$ cat src/rtl/store_xlate_stage.sv
// store_xlate_stage: holds one store/AMO/shadow-stack request during DTLB translation,
// re-aligns its data and queues translated stores ahead of the store/AMO buffers.
module store_xlate_stage #(
  parameter  int DATA_W     = 64,
  parameter  int VLEN       = 39,
  parameter  int PLEN       = 56,
  parameter  int TRANS_ID_W = 3,
  parameter  int DEPTH      = 4,
  localparam int BE_W       = DATA_W / 8,
  localparam int OFF_W      = $clog2(BE_W),
  localparam int AW         = $clog2(DEPTH)
) (
  input  logic                  clk_i,
  input  logic                  rst_i,
  input  logic                  flush_i,
  input  logic                  valid_i,
  output logic                  ready_o,
  input  logic [VLEN-1:0]       vaddr_i,
  input  logic [DATA_W-1:0]     data_i,
  input  logic [BE_W-1:0]       be_i,
  input  logic [1:0]            size_i,
  input  logic                  amo_i,
  input  logic                  ss_i,
  input  logic [TRANS_ID_W-1:0] trans_id_i,
  output logic                  translation_req_o,
  output logic [VLEN-1:0]       vaddr_o,
  input  logic                  dtlb_hit_i,
  input  logic [PLEN-1:0]       paddr_i,
  input  logic                  ex_valid_i,
  output logic                  out_valid_o,
  input  logic                  out_ready_i,
  output logic [PLEN-1:0]       out_paddr_o,
  output logic [DATA_W-1:0]     out_data_o,
  output logic [BE_W-1:0]       out_be_o,
  output logic [1:0]            out_size_o,
  output logic                  out_amo_o,
  output logic                  out_ss_o,
  output logic                  wb_valid_o,
  output logic [TRANS_ID_W-1:0] wb_trans_id_o,
  output logic                  wb_ex_o,
  output logic [AW:0]           count_o,
  output logic                  empty_o
);
  typedef enum logic [1:0] {IDLE, XLATE, WAIT_FULL} state_t;
  typedef struct packed {
    logic [PLEN-1:0]   paddr;
    logic [DATA_W-1:0] data;
    logic [BE_W-1:0]   be;
    logic [1:0]        size;
    logic              amo;
    logic              ss;
  } entry_t;
  localparam logic [AW:0] FULL = (AW+1)'(DEPTH);
  state_t state, state_n;
  entry_t mem [DEPTH];
  entry_t head, fresh;
  logic [AW-1:0] wr, rd;
  logic [AW:0] count;
  logic [VLEN-1:0] h_vaddr;
  logic [DATA_W-1:0] h_data, rot;
  logic [2*DATA_W-1:0] dd;
  logic [BE_W-1:0] h_be;
  logic [1:0] h_size;
  logic h_amo, h_ss, amo_q;
  logic [TRANS_ID_W-1:0] h_id;
  logic busy, slot_free, complete, enq, deq, accept;
  always_comb begin
    dd = {data_i, data_i} << {vaddr_i[OFF_W-1:0], 3'b000};
    rot = dd[2*DATA_W-1:DATA_W];
    busy = state != IDLE;
    deq = count != '0 && out_ready_i;
    slot_free = count != FULL || out_ready_i;
    complete = busy && dtlb_hit_i && (ex_valid_i || slot_free);
    enq = complete && !ex_valid_i && !flush_i;
    // an AMO owns the path from acceptance until it leaves the queue
    ready_o = !rst_i && !flush_i && !((busy && h_amo) || amo_q) && (!busy || complete)
              && (!amo_i || count == '0);
    accept = valid_i && ready_o;
    state_n = flush_i ? IDLE : accept ? XLATE : complete ? IDLE
            : (state == XLATE && dtlb_hit_i) ? WAIT_FULL : state;
    fresh = '{paddr: paddr_i, data: h_data, be: h_be, size: h_size, amo: h_amo, ss: h_ss};
    head = count != '0 ? mem[rd] : '0;
  end
  assign translation_req_o = busy;
  assign vaddr_o = h_vaddr;
  assign out_valid_o = count != '0;
  assign out_paddr_o = head.paddr;
  assign out_data_o = head.data;
  assign out_be_o = head.be;
  assign out_size_o = head.size;
  assign out_amo_o = head.amo;
  assign out_ss_o = head.ss;
  assign count_o = count;
  assign empty_o = count == '0 && !busy;
  always_ff @(posedge clk_i or posedge rst_i) begin
    if (rst_i) begin
      state <= IDLE;
      wr <= '0;
      rd <= '0;
      count <= '0;
      amo_q <= 1'b0;
      h_vaddr <= '0;
      h_data <= '0;
      h_be <= '0;
      h_size <= '0;
      h_amo <= 1'b0;
      h_ss <= 1'b0;
      h_id <= '0;
      wb_valid_o <= 1'b0;
      wb_trans_id_o <= '0;
      wb_ex_o <= 1'b0;
    end else begin
      state <= state_n;
      wb_valid_o <= complete && !flush_i;
      wb_trans_id_o <= h_id;
      wb_ex_o <= complete && ex_valid_i && !flush_i;
      if (accept) begin
        h_vaddr <= vaddr_i;
        h_data <= amo_i ? data_i : rot;
        h_be <= be_i;
        h_size <= size_i;
        h_amo <= amo_i;
        h_ss <= ss_i;
        h_id <= trans_id_i;
      end
      if (flush_i) begin
        wr <= '0;
        rd <= '0;
        count <= '0;
        amo_q <= 1'b0;
      end else begin
        if (enq) wr <= wr + 1'b1;
        if (deq) rd <= rd + 1'b1;
        count <= count + {{AW{1'b0}}, enq} - {{AW{1'b0}}, deq};
        if (enq && h_amo) amo_q <= 1'b1;
        else if (deq && mem[rd].amo) amo_q <= 1'b0;
      end
    end
  end
  always_ff @(posedge clk_i) begin
    if (enq) mem[wr] <= fresh;
  end
endmodule

$ cat config.mk
export PLATFORM = sky130hd
export DESIGN_NAME = store_xlate_stage
export DESIGN_NICKNAME = d
export VERILOG_FILES = /design/src/rtl/store_xlate_stage.sv
export SDC_FILE = /design/constraint.sdc
export NUM_CORES = 1
export LEC_CHECK = 0
export BUFFER_PORTS_ARGS = -buffer_cell sky130_fd_sc_hd__buf_2
export CORE_MARGIN = 3
export CORE_UTILIZATION = 40
export DETAILED_ROUTE_END_ITERATION = 10
export GPL_ROUTABILITY_DRIVEN = 1
export GPL_TIMING_DRIVEN = 0
export PLACE_DENSITY = 0.67
export RECOVER_POWER = 25
export SETUP_SLACK_MARGIN = 0.15
export SLEW_MARGIN = 30
export SYNTH_ARGS = -nofsm -noshare
export SYNTH_HDL_FRONTEND = slang
export SYNTH_SLANG_ARGS = --single-unit
$ cat constraint.sdc
create_clock -name clk_i -period 6.44 [get_ports clk_i]
set_input_delay 1.288 -clock clk_i [delete_from_list [all_inputs] [get_ports clk_i]]
set_output_delay 1.288 -clock clk_i [all_outputs]
set_load 0.05 [all_outputs]
==> flow_summary.yaml <==
cts:
  cts-root-buf: "clkbuf_16"
  cts.reportedPaths.clkPinSlew_ps: 60
  numCtsBuffers: 74
  clockBufferDepth: 3
  cts_tree: "built"
  cts_max_level: 3
  cts_hold_buf: 0
  cts.sinks: 661
  post_cts_resized: 0
  cts_setup_buffers: 0
  clk_latency_ps: 620
finish:
  nets: 2100
  finalInstanceArea_mm2: 0.0338
  final_util_pct: 49.1
  layout.cells.non_filler: 2902
  fill_cells: 5779
  regArea_mm2: 0.0192
  area_growth_pct: 20.9
  multi_input_area_mm2: 0.00825
  drive_above_1_share_pct: 42.0
detailed_routing:
  drc: 0
  firstDrtPassIters: 7
  ant_nets: 0
  routed_wl_um: 71300
  dr_total_vias: 15600
  wl_per_cell_um: 24.6
  drt-vias-per-instance: 5.38
  drt_iter0_markers: 1405
timing:
  drv_slew: 43
  finalHoldViolations: 0
  fin_crit_sh_pct: 74.8
  worst_slew_pin_slew_ps: 1980
  relSlewSlack_pct: -33.0
  skew_ps: 39.8
  setup_tns_ps: 0
  fin_crit_ps: 4810
  setup_viol: 0
  holdWs_ps: 378
  fmax_ghz: 0.208
  rsz0062_at_grt: "no"
synth:
  synth_seq_cells: 661
  synth_fp_nets: 1651
  ys_seq_area_share_pct: 68.7
  ys_warn_count: 0
  netlist_area_mm2: 0.0279
  netlist-cell-type-count: 40
  syn_inst: 1463
  syn_area_per_cell_um2: 19.1
pwr:
  ir_worst_vdd_uv: 260
  leakage_nw: 12.2
  powerDensity_mw_per_mm2: 457
grt:
  grt_overflow: 0
  grt_pass1_wl_um: 107000
  grt_max_degree: 92
  grtUsageTotal_pct: 19.5
  antenna_found_initial: 7
  grt_pass1_vias: 16600
critical_path:
  crit_path_frequent_cell: "buf_2"
  slowest_stage: "clkbuf_1"
  cp_data_required_time_ps: 5150
  worstPathArrival_ps: 3530
  end_kind: "output pin"
  ff2ff_path_depth: 12
  start_kind: "flip-flop"
  critPathKind: "flip-flop to output pin"
  path_max_fanout: 10
  crit_path_max_incr_delay_ps: 690
  crit_chain: "clkbuf_1 > buf_2 > buf_2 > mux4_2 > and2_1 > buf_2"
placement:
  placed_area_mm2: 0.0312
  place_inst: 2767
  finalWeightedCongestion: 0.888
  dp.final_hpwl_um: 49800
  port_buffers: 360
worst_hold_path:
  hold_depth: 0
  holdCritPathClass: "flip-flop to flip-flop"
outcome:
  status: "finished with violations"
  violations: "max-capacitance violations, max-slew violations"
floorplan:
  die-area_mm2: 0.0730
  fp.dieW_um: 270
  pin_count: 364
  die_h_um: 270
  initial_core_util_pct: 40.6
  core_mm2: 0.0688
  rows: 96
job:
  cap_violations: 1
[cell usage after synthesis (all sizes together)]
master	n	share of area [%]
and2	137	3.1
a21o	1	0.027
nor2	9	0.13
clkbuf	58	0.78
a32o	1	0.036
o22ai	1	0.045
or2	1	0.022
fa	1	0.072
xor2	2	0.063
nor4b	1	0.031
nand3	1	0.018
a21oi	2	0.036
nor2b	2	0.045
inv	12	0.16
mux2	117	4.8
buf	43	0.86
a31o	1	0.031
o2111ai	1	0.031
dfrtp	133	12
xnor2	3	0.094
nor4	2	0.045
o21ai	131	2.3
or3	1	0.022
mux2i	65	2.3
nor3	2	0.036
or4b	2	0.085
ha	6	0.27
nand2	1	0.013
o31ai	1	0.027
edfxtp	528	57
mux4	196	16
o21bai	1	0.027
[worst max-delay path, delay by kind of cell, from the launching register on]
kind,cells,cell delay (ps)
buffers and inverters,4,1810
muxes,1,600
DFF,1,320
and+or+nand+nor,1,170
[per-layer routing]
layer | track usage (%) | vias up | routed length [um]
li1 | - | 6775 | -
met1 | 25.7 | 8153 | 29600
met4 | 4.84 | 4 | 1580
met3 | 5.09 | 107 | 5110
met2 | 32.4 | 588 | 35000
met5 | 0 | - | 30
[worst paths after layout]
path / endpoint / slack [ps] / start
setup reg to reg: count_o[2] / 3250 / count_o[1]
setup / recovery: out_data_o[62] / 1630 / rd[0]
max in group asynchronous: h_be[5] / 4050 / rst_i
hold reg to reg: wb_trans_id_o[1] / 380 / h_id[1]
min in group asynchronous: h_amo / 1220 / rst_i
hold / removal: wb_trans_id_o[1] / 380 / h_id[1]
[cells in the final DEF (no fill, tap or decap), types with 2 or more instances in the layout]
| master | instances |
|---|---|
| and2_4 | 4 |
| clkbuf_1 | 83 |
| inv_16 | 3 |
| nor2_1 | 8 |
| nor2b_1 | 2 |
| clkbuf_2 | 2 |
| inv_1 | 11 |
| buf_1 | 11 |
| mux2_2 | 111 |
| xnor2_1 | 3 |
| buf_6 | 6 |
| diode_2 | 3 |
| a21oi_1 | 2 |
| clkbuf_16 | 75 |
| clkinv_2 | 12 |
| clkinv_1 | 5 |
| edfxtp_1 | 528 |
| bufinv_16 | 9 |
| clkinv_16 | 3 |
| nor4_1 | 2 |
| buf_2 | 374 |
| o21ai_1 | 22 |
| xor2_1 | 2 |
| o21ai_0 | 109 |
| ha_1 | 6 |
| mux4_2 | 196 |
| mux2_4 | 3 |
| dfrtp_1 | 133 |
| clkinv_4 | 2 |
| and2_1 | 133 |
| clkbuf_8 | 3 |
| buf_16 | 9 |
| nor3_1 | 2 |
| mux2_1 | 3 |
| mux2i_1 | 65 |
| buf_12 | 4 |
[area by class of cell]
| type | count | area share, % |
|---|---|---|
| Inverter | 12 | 0.137 |
| Clock buffer | 94 | 5.86 |
| Clock inverter | 38 | 1.66 |
| Antenna cell | 3 | 0.0222 |
| Tap cell | 931 | 3.45 |
| Multi-Input combinational cell | 689 | 24.4 |
| Sequential cell | 661 | 56.8 |
| Buffer | 101 | 1.37 |
| Timing Repair Buffer | 373 | 6.27 |
[metrics by stage]
stage	power (mW)	setup slack [ps]
after floorplan	9.69	857
after global placement	11.2	-2150
after detailed placement	11.3	1790
after CTS	15.7	1400
after global routing	16.1	1350
final	15.4	1630
[power breakdown]
| part | total [mW] | internal (mW) | switching (mW) |
|---|---|---|---|
| logic | 5.44 | 1.61 | 3.82 |
| clock network | 4.31 | 2.58 | 1.73 |
| registers | 5.68 | 5.28 | 0.399 |
| total | 15.4 | 9.48 | 5.95 |
[logic make-up (layout without fill, tap and decap cells)]
logic type,count (synthesis),count (layout),synth area share (%)
XOR/XNOR,5,5,0.157
adder cells (fa/ha/maj),7,7,0.340
flip-flops,661,661,68.7
AND/OR/NAND/NOR,159,159,3.52
buffers and inverters,113,618,1.81
AO/OA/AOI/OAI,140,140,2.61
multiplexers,378,378,22.9
other,0,3,0
[state kept, by name, indices dropped and copies added (netlist names)]
signal / cells
wb_valid_o: 1
h_id: 3
h_amo: 1
wr: 2
state: 2
h_be: 8
h_ss: 1
wb_trans_id_o: 3
h_size: 2
amo_q: 1
h_data: 64
rd: 2
wb_ex_o: 1
count_o: 3
vaddr_o: 39
mem: 528
Note: power is estimated with default switching activity, not from simulation.
